===== config.mk =====
export PLATFORM = sky130hd
export DESIGN_NAME = puf_eval_controller
export DESIGN_NICKNAME = d
export VERILOG_FILES = /design/src/rtl/puf_eval_controller.sv
export SDC_FILE = /design/constraint.sdc
export NUM_CORES = 1
export LEC_CHECK = 0
export CORE_MARGIN = 2
export CORE_UTILIZATION = 51
export DETAILED_ROUTE_END_ITERATION = 10
export HOLD_SLACK_MARGIN = 0.1
export PLACE_DENSITY = 0.85
export SYNTH_ARGS = -nofsm -noshare
export SYNTH_HDL_FRONTEND = slang
export SYNTH_SLANG_ARGS = --single-unit
export TNS_END_PERCENT = 50

===== constraint.sdc =====
create_clock -name clk -period 2.9 [get_ports clk]
set_clock_uncertainty 0.2 [all_clocks]
set_input_delay 0.29 -clock clk [delete_from_list [all_inputs] [get_ports clk]]
set_output_delay 0.29 -clock clk [all_outputs]
set_load 0.02 [all_outputs]

===== src/rtl/puf_eval_controller.sv =====
// Fires the PUF NUM_EVALS times per challenge and majority-votes each synchronised response bit.
// Result valid NUM_EVALS*(CLEAR_CYCLES+SETTLE_CYCLES+1)+1 cycles after acceptance; held until resp_ready.
module puf_eval_controller #(
  parameter int CHALLENGE_WIDTH = 64,
  parameter int RESPONSE_WIDTH  = 6,
  parameter int NUM_EVALS       = 15,
  parameter int CLEAR_CYCLES    = 2,
  parameter int SETTLE_CYCLES   = 8
) (
  input  logic                       clk,
  input  logic                       reset,
  input  logic                       start,
  input  logic [CHALLENGE_WIDTH-1:0] challenge_in,
  output logic                       busy,
  output logic [CHALLENGE_WIDTH-1:0] challenge_out,
  output logic                       puf_trigger,
  output logic                       puf_clear,
  input  logic [RESPONSE_WIDTH-1:0]  raw_response,
  input  logic                       xor_response,
  output logic                       resp_valid,
  input  logic                       resp_ready,
  output logic [RESPONSE_WIDTH-1:0]  maj_response,
  output logic                       maj_xor,
  output logic [RESPONSE_WIDTH-1:0]  unstable
);

  localparam int CNT_W  = $clog2(NUM_EVALS + 1);
  localparam int IDX_W  = (NUM_EVALS > 1) ? $clog2(NUM_EVALS) : 1;
  localparam int PH_MAX = (CLEAR_CYCLES > SETTLE_CYCLES) ? CLEAR_CYCLES : SETTLE_CYCLES;
  localparam int PH_W   = $clog2(PH_MAX + 1);

  localparam logic [CNT_W-1:0] MAJ_TH    = CNT_W'((NUM_EVALS + 1) / 2);
  localparam logic [CNT_W-1:0] ALL_ONES  = CNT_W'(NUM_EVALS);
  localparam logic [IDX_W-1:0] LAST_IDX  = IDX_W'(NUM_EVALS - 1);
  localparam logic [PH_W-1:0]  CLR_LAST  = PH_W'(CLEAR_CYCLES - 1);
  localparam logic [PH_W-1:0]  SET_LAST  = PH_W'(SETTLE_CYCLES - 1);

  if ((NUM_EVALS < 1) || (NUM_EVALS % 2 == 0)) begin : g_bad_num_evals
    $error("NUM_EVALS must be odd and >= 1");
  end
  if (CLEAR_CYCLES < 1) begin : g_bad_clear
    $error("CLEAR_CYCLES must be >= 1");
  end
  if (SETTLE_CYCLES < 3) begin : g_bad_settle
    $error("SETTLE_CYCLES must be >= 3");
  end

  typedef enum logic [2:0] {
    IDLE,
    CLEAR,
    FIRE,
    SAMPLE,
    DONE
  } state_t;

  state_t state, state_nxt;

  logic [PH_W-1:0]                      phase_cnt;
  logic [IDX_W-1:0]                     eval_idx;
  logic [RESPONSE_WIDTH-1:0][CNT_W-1:0] ones_cnt;
  logic [CNT_W-1:0]                     xor_cnt;
  logic [RESPONSE_WIDTH-1:0]            raw_meta, raw_sync;
  logic                                 xor_meta, xor_sync;
  logic [RESPONSE_WIDTH-1:0]            maj_nxt, unst_nxt;
  logic                                 maj_xor_nxt, unst_xor_nxt;
  logic                                 accept, handshake;

  assign busy      = (state != IDLE);
  assign accept    = (state == IDLE) && start;
  assign handshake = (state == DONE) && resp_valid && resp_ready;

  always_ff @(posedge clk or negedge reset) begin
    if (!reset) state <= IDLE;
    else        state <= state_nxt;
  end

  // Trigger/clear decode straight from the state register so reset drops them without a clock.
  always_comb begin
    state_nxt   = state;
    puf_trigger = 1'b0;
    puf_clear   = 1'b0;
    case (state)
      IDLE:   if (start) state_nxt = CLEAR;
      CLEAR: begin
        puf_clear = 1'b1;
        if (phase_cnt == CLR_LAST) state_nxt = FIRE;
      end
      FIRE: begin
        puf_trigger = 1'b1;
        if (phase_cnt == SET_LAST) state_nxt = SAMPLE;
      end
      SAMPLE: begin
        puf_trigger = 1'b1;
        state_nxt   = (eval_idx == LAST_IDX) ? DONE : CLEAR;
      end
      DONE:   if (resp_valid && resp_ready) state_nxt = IDLE;
      default: state_nxt = IDLE;
    endcase
  end

  always_comb begin
    maj_nxt  = '0;
    unst_nxt = '0;
    for (int i = 0; i < RESPONSE_WIDTH; i++) begin
      maj_nxt[i]  = (ones_cnt[i] >= MAJ_TH);
      unst_nxt[i] = (ones_cnt[i] != '0) && (ones_cnt[i] != ALL_ONES);
    end
    maj_xor_nxt  = (xor_cnt >= MAJ_TH);
    unst_xor_nxt = (xor_cnt != '0) && (xor_cnt != ALL_ONES);
  end

  always_ff @(posedge clk or negedge reset) begin
    if (!reset) begin
      raw_meta <= '0;
      raw_sync <= '0;
      xor_meta <= 1'b0;
      xor_sync <= 1'b0;
    end else begin
      raw_meta <= raw_response;
      raw_sync <= raw_meta;
      xor_meta <= xor_response;
      xor_sync <= xor_meta;
    end
  end

  always_ff @(posedge clk or negedge reset) begin
    if (!reset) begin
      phase_cnt     <= '0;
      eval_idx      <= '0;
      ones_cnt      <= '0;
      xor_cnt       <= '0;
      challenge_out <= '0;
      maj_response  <= '0;
      maj_xor       <= 1'b0;
      unstable      <= '0;
      resp_valid    <= 1'b0;
    end else begin
      if (((state == CLEAR) || (state == FIRE)) && (state_nxt == state))
        phase_cnt <= phase_cnt + 1'b1;
      else
        phase_cnt <= '0;

      if (accept) begin
        challenge_out <= challenge_in;
        eval_idx      <= '0;
        ones_cnt      <= '0;
        xor_cnt       <= '0;
      end

      if (state == SAMPLE) begin
        for (int i = 0; i < RESPONSE_WIDTH; i++)
          ones_cnt[i] <= ones_cnt[i] + CNT_W'(raw_sync[i]);
        xor_cnt <= xor_cnt + CNT_W'(xor_sync);
        if (eval_idx != LAST_IDX) eval_idx <= eval_idx + 1'b1;
      end

      // The last sample lands on the DONE entry edge, so results are registered one cycle later.
      if ((state == DONE) && !resp_valid) begin
        maj_response <= maj_nxt;
        maj_xor      <= maj_xor_nxt;
        unstable     <= unst_nxt;
        resp_valid   <= 1'b1;
      end else if (handshake) begin
        resp_valid <= 1'b0;
      end
    end
  end

  // The xor stream has no instability output; its flag is computed only for symmetry.
  logic unused_unst_xor;
  assign unused_unst_xor = unst_xor_nxt;

endmodule


* After elaboration in Yosys (flattened, before gate mapping)
Cells that the tools add are included.
** Word-level totals
- Register bits after elaboration :: 131
- Input bits :: 75
- Output and inout bits :: 81
** Cells by class
- Add/sub/neg operators :: 9
- Magnitude comparators :: 7
- Equality and inequality tests :: 15
- Multiplexer cells :: 18
- Reductions and logical operators :: 25
** Operator list (count)
- 2-to-1 mux 24 bit :: 2
- adder 4 x 1 -> 4 bit :: 7
- >= comparator 4 bit (second input constant) :: 7
- inequality test 4 bit (second input constant) :: 7
- 2-to-1 mux 4 bit :: 6
- nonzero test 4 bit :: 6
- 2-to-1 mux 3 bit :: 5
- case mux 3 bit (5 select lines) :: 1
- logical AND 1 bit :: 12
- adder 4 x 1 -> 4 bit (second input constant) :: 2
- == test 3 x 2 -> 1 bit (second input constant) :: 2
- == test 4 x 1 -> 1 bit (second input constant) :: 1
- == test 4 x 3 -> 1 bit (second input constant) :: 1
- == test 4 bit (second input constant) :: 1
- 2-to-1 mux 1 bit :: 4
- nonzero test 2 bit :: 2
- == test 3 x 1 -> 1 bit (second input constant) :: 1
- == test 3 bit :: 1
- == test 3 bit (second input constant) :: 1
- zero test 3 bit :: 1
- nonzero test 3 bit :: 1
- OR reduction 2 bit :: 1
- zero test 1 bit :: 1
- logical OR 1 bit :: 1

* Depth between registers and ports, before layout
- Depth in word-level cells :: 6
- Depth in mapped cells :: 7
- Depth with buffers taken out :: 5

* Worst setup path before layout
OpenSTA, ideal clock, no wires.
- Kind :: reg-to-reg
- Start point :: reg state[2]
- End point :: reg phase_cnt[2]
- Setup time :: 0.074 ns
- Arrival :: 1.513 ns
- Required time :: 2.626 ns
- Path slack :: 1.113 ns
- Stages on the path, launching flop included :: 5
- Cells stage by stage :: dfrtp_1 > buf_2 > nor3b_1 > a32oi_1 > nor2_1
** Between the ends
- Cells in the longest elaborated chain, start to end :: 5
- Elaborated cells on any way between the ends :: 14
** RTL lines
- start, declared :: RTL line 56 : state_t state, state_nxt;
- start signal, assigned :: RTL line 74 : else state <= state_nxt;
- == test 3 bit, or another cell as far along :: RTL line 82 : case (state)
- case mux 3 bit (5 select lines) :: RTL line 82
- == test 3 bit :: RTL line 138 : if (((state == CLEAR) || (state == FIRE)) && (state_nxt == state))
- logical AND 1 bit (*) :: RTL line 138
- 2-to-1 mux 4 bit (*) :: RTL line 138
- end signal, assigned :: RTL line 139 : phase_cnt <= phase_cnt + 1'b1;
- end, declared :: RTL line 58 : logic [PH_W-1:0] phase_cnt;
Mark *: on every way between the ends. The rest lies on a longest branch, timed or not.
A chain may end at the register's enable or synchronous reset.

* Worst setup path in the final report
- Start point :: reg state[0]
- End point :: out puf_clear
** Between the ends
- Cells in the longest elaborated chain, start to end :: 2
** RTL lines
- == test 3 x 1 -> 1 bit :: RTL line 82
- 2-to-1 mux 1 bit :: RTL line 82
- end, declared :: RTL line 17 : output logic puf_clear,
No other way between the ends.

==> run summary <==
The total detailed-routing wirelength is between 10,000 and 15,000 µm. At the pin with the least slew margin, the transition time is 868 ps. The final clock period utilization by the worst path is 91.2%. The final instance area is 8210 µm². The via count of the first global-routing pass is 4,973. The arrival time at the worst endpoint came out at 2150 ps. The internal power summed over all cells came out at 5.21 mW.

Counting cells, the worst reg-to-reg path comes to 4. The class of the most critical setup path is reg -> out. The share of total power dissipated in combinational logic is a little under two fifths.

The number of antenna violations at the first check in global routing was 0. The number of buffers added on ports is 155. The final worst hold slack came out at 108 ps.

The worst flop-to-flop path startpoint is state[2]$_DFF_PN0_. For this run, the leading register cell type out of synthesis is sky130_fd_sc_hd__dfrtp_1. Clock tree synthesis selected as its root buffer the cell sky130_fd_sc_hd__clkbuf_8. Post-CTS repair changed the size of 0 cells. The clock period could shrink to 2640 ps.

After synthesis, the netlist uses 36 different library cells. In the routed design, unresolved DRC markers number 0. The flow ran to the end, and the final reports show no timing, DRC or antenna violations. In this run the cell area measured after placement is 7070 µm². The number of setup violations in the final report is 0. The summed negative setup slack over all endpoints came out at 0 ps. The endpoint of the most critical register-to-register path is ones_cnt[14]$_DFFE_PN0P_. The most critical setup path has its startpoint at state[0]$_DFF_PN0_. The later pin in the worst-skew pair is clocked with a latency of 520 ps.

Based on the critical path, the design can be clocked at up to 0.378 GHz. The min-delay analysis places its worst path in the category in -> reg. The relative max-transition margin is 41.9%. The average wire per standard cell is 16.1 µm.

The CTS buffer count is 17. Per report_power, the clock group accounts for 28.0% of the total. The register-to-register setup slack is 600 ps. The count of nets left with antenna violations once routing finished came out at 0.

The number of max-cap violations is 0. The clock tree from TritonCTS is done. The number of warnings printed during yosys synthesis is 0. The total overflow reported by the global router is 0. The number of setup buffers added after CTS is 0. The met2 wire length came out at 7740 µm. The hold violation count in the final report came out at 0. The die outline area came out at about 11,000 µm². The top cell types in the final layout, fill and taps aside, are sky130_fd_sc_hd__nand2_1, sky130_fd_sc_hd__clkdlybuf4s50_1, sky130_fd_sc_hd__dfrtp_1. The layout has 621 filler cells. The initial utilization of the core area, before any placement, comes to 52.6%. The count of hold buffers inserted by post-cts repair is 50. The die outline width came out at 107 µm. In this run, synthesis inferred 0 flip-flops with an integrated enable. STA classifies the critical path endpoint as an output port. The post-synthesis instance area is 5430 µm². The global-route wire length before repair is 23,600 µm. The congestion estimate from routability-driven global placement came to 0.746. The number of primary I/O pins came out at around 160. The clock edge transition at the registers on the reported setup and hold paths is 60 ps.

The first-pass iteration count of the detailed router is 5. The initial DRC count came out at 218. The buffer depth of the longest clock path is 2. The core outline area is about 10,000 µm². The routed layout has 4,778 vias. The total clock sinks came out at 131. The largest net degree at the start of global routing came out at 80. The overall track demand over capacity in global routing came out at 26.4%.

The number of slew-limit violations in the final report came out at 0. The post-layout net count came out at 851. After detailed routing, the met3 layer carries just over 800 µm of wire. The sequential fraction of the synthesis area came out at 60.4%.

The total power per unit cell area came out at 996 nW/µm². The fraction of final layout cells sized beyond drive strength 1 came out at 5.84%. Counting flops and latches in the post-synthesis netlist gives between 100 and 150.

Detailed placement finished with a half-perimeter wire length of 8100 µm. The type of element launching the critical path is a register. The capture point of the critical path is puf_clear. The number of antenna repair diodes is 0. The site row count came out at 37.

The net switching power figure came out at 2.96 mW. The vertical extent of the die came out at 107 µm. The per-instance average area after synthesis is 9.78 µm². The leakage power summed over all cells is 4.06 nW. The number of nets in the synthesized netlist came out at roughly 650. After detailed routing, no signal wire sits above met4. The fraction of power spent switching nets is 36.2%. The peak ir drop on the vdd network is roughly 0.64 mV. The post-detailed-route via-to-cell ratio is 5.27. The overall power after layout came out at 8.18 mW. Of all flip-flops after synthesis, the portion carrying an async set or reset was 100%. The register share of total power is 34.6%. The H-tree level count came out at 4. The library cell used most frequently in the layout, excluding fill and tap cells, is sky130_fd_sc_hd__nand2_1. The total routed wire length on the met1 layer came out at 5560 µm. Setup repair after global routing left no endpoint under its margin.

The post-synthesis to final-layout area growth came out at 51.3%. The required time at the endpoint of the critical path came out at between 2000 and 2500 ps. Of all nets on the critical path, the largest fanout is 10.

The cell count after synthesis is 555.
==> cells in the mapped netlist (all sizes together) (6+ instances only) <==
master | number | area (µm²)
nand3 | 31 | 155
ha | 18 | 225
nand2 | 257 | 965
a21oi | 8 | 40.0
dfrtp | 131 | 3280
buf | 23 | 134
nand4 | 6 | 37.5
xnor2 | 6 | 52.6
nor2 | 6 | 22.5
or4 | 6 | 45.0
a211o | 7 | 61.3
nor3b | 10 | 75.1
==> stage by stage <==
stage                     utilization, %  setup WS (ps)  std cells
after floorplan                        -           1110        555
after global placement              68.4            545        825
after detailed placement            68.4            511        825
after CTS                           79.5            235        907
after global routing                79.5            124        907
final                               79.5            256        907
==> area by class of cell <==
class	count	area (µm²)	area share [%]
clock buffers	21	469	5.71
clock inverters	11	175	2.13
inverters	3	11.3	0.137
multi-input cells	393	1990	24.3
flip-flops and latches	131	3280	39.9
well taps	136	170	2.07
repair buffers	212	2110	25.8
==> layer usage <==
layer | GRT usage (%) | vias up
met1 | 30.0 | 2334
met2 | 46.0 | 177
met4 | 11.8 | 0
met3 | 7.60 | 43
met5 | 0 | -
li1 | - | 2224
==> how the worst min path moves through the flow <==
| stage | from | endpoint | slack [ps] | cells after the start |
|---|---|---|---|---|
| 2_1_floorplan | reset | challenge_out[0]$_DFFE_PN0P_ | -210 | 0 |
| 3_3_place_gp | raw_meta[3]$_DFF_PN0_ | raw_sync[3]$_DFF_PN0_ | 130 | 0 |
| 3_5_place_dp | raw_meta[4]$_DFF_PN0_ | raw_sync[4]$_DFF_PN0_ | 130 | 0 |
| 4_1_cts | challenge_in[23] | challenge_out[23]$_DFFE_PN0P_ | 100 | 3 |
| 5_1_grt | challenge_in[23] | challenge_out[23]$_DFFE_PN0P_ | 110 | 3 |
| 6_report | challenge_in[10] | challenge_out[10]$_DFFE_PN0P_ | 110 | 3 |
==> critical path: stages (launching register included) <==
cell	delay [ps]
sky130_fd_sc_hd__dfrtp_1	550
sky130_fd_sc_hd__nor3b_1	380
sky130_fd_sc_hd__clkdlybuf4s50_1	700
==> cell families (layout without fill, tap and decap cells) <==
family,after synthesis,after routing,synth area share (%)
compound gates,31,31,4.29
xor+xnor,7,7,1.13
fa+ha+maj,18,18,4.15
buf+inv,31,247,3.02
flops,131,131,60.4
mux,1,1,0.185
simple gates,336,336,26.8
==> state kept, by name (all words and copies together) (netlist names) <==
register       cells
raw_sync           6
xor_sync           1
eval_idx           4
resp_valid         1
challenge_out     64
state              3
phase_cnt          4
maj_response       6
raw_meta           6
xor_cnt            4
unstable           6
ones_cnt          24
maj_xor            1
xor_meta           1
==> power by group through the flow <==
stage	Sequential [mW]	Combinational, mW	Clock [mW]
after detailed placement	2.81	2.95	0
after CTS	2.80	3.03	2.30
after floorplan	3.27	1.14	0
after global routing	2.89	3.31	2.40
final	2.83	3.06	2.29
after global placement	2.78	2.84	0
No activity file was read; power rests on OpenSTA's default activity.
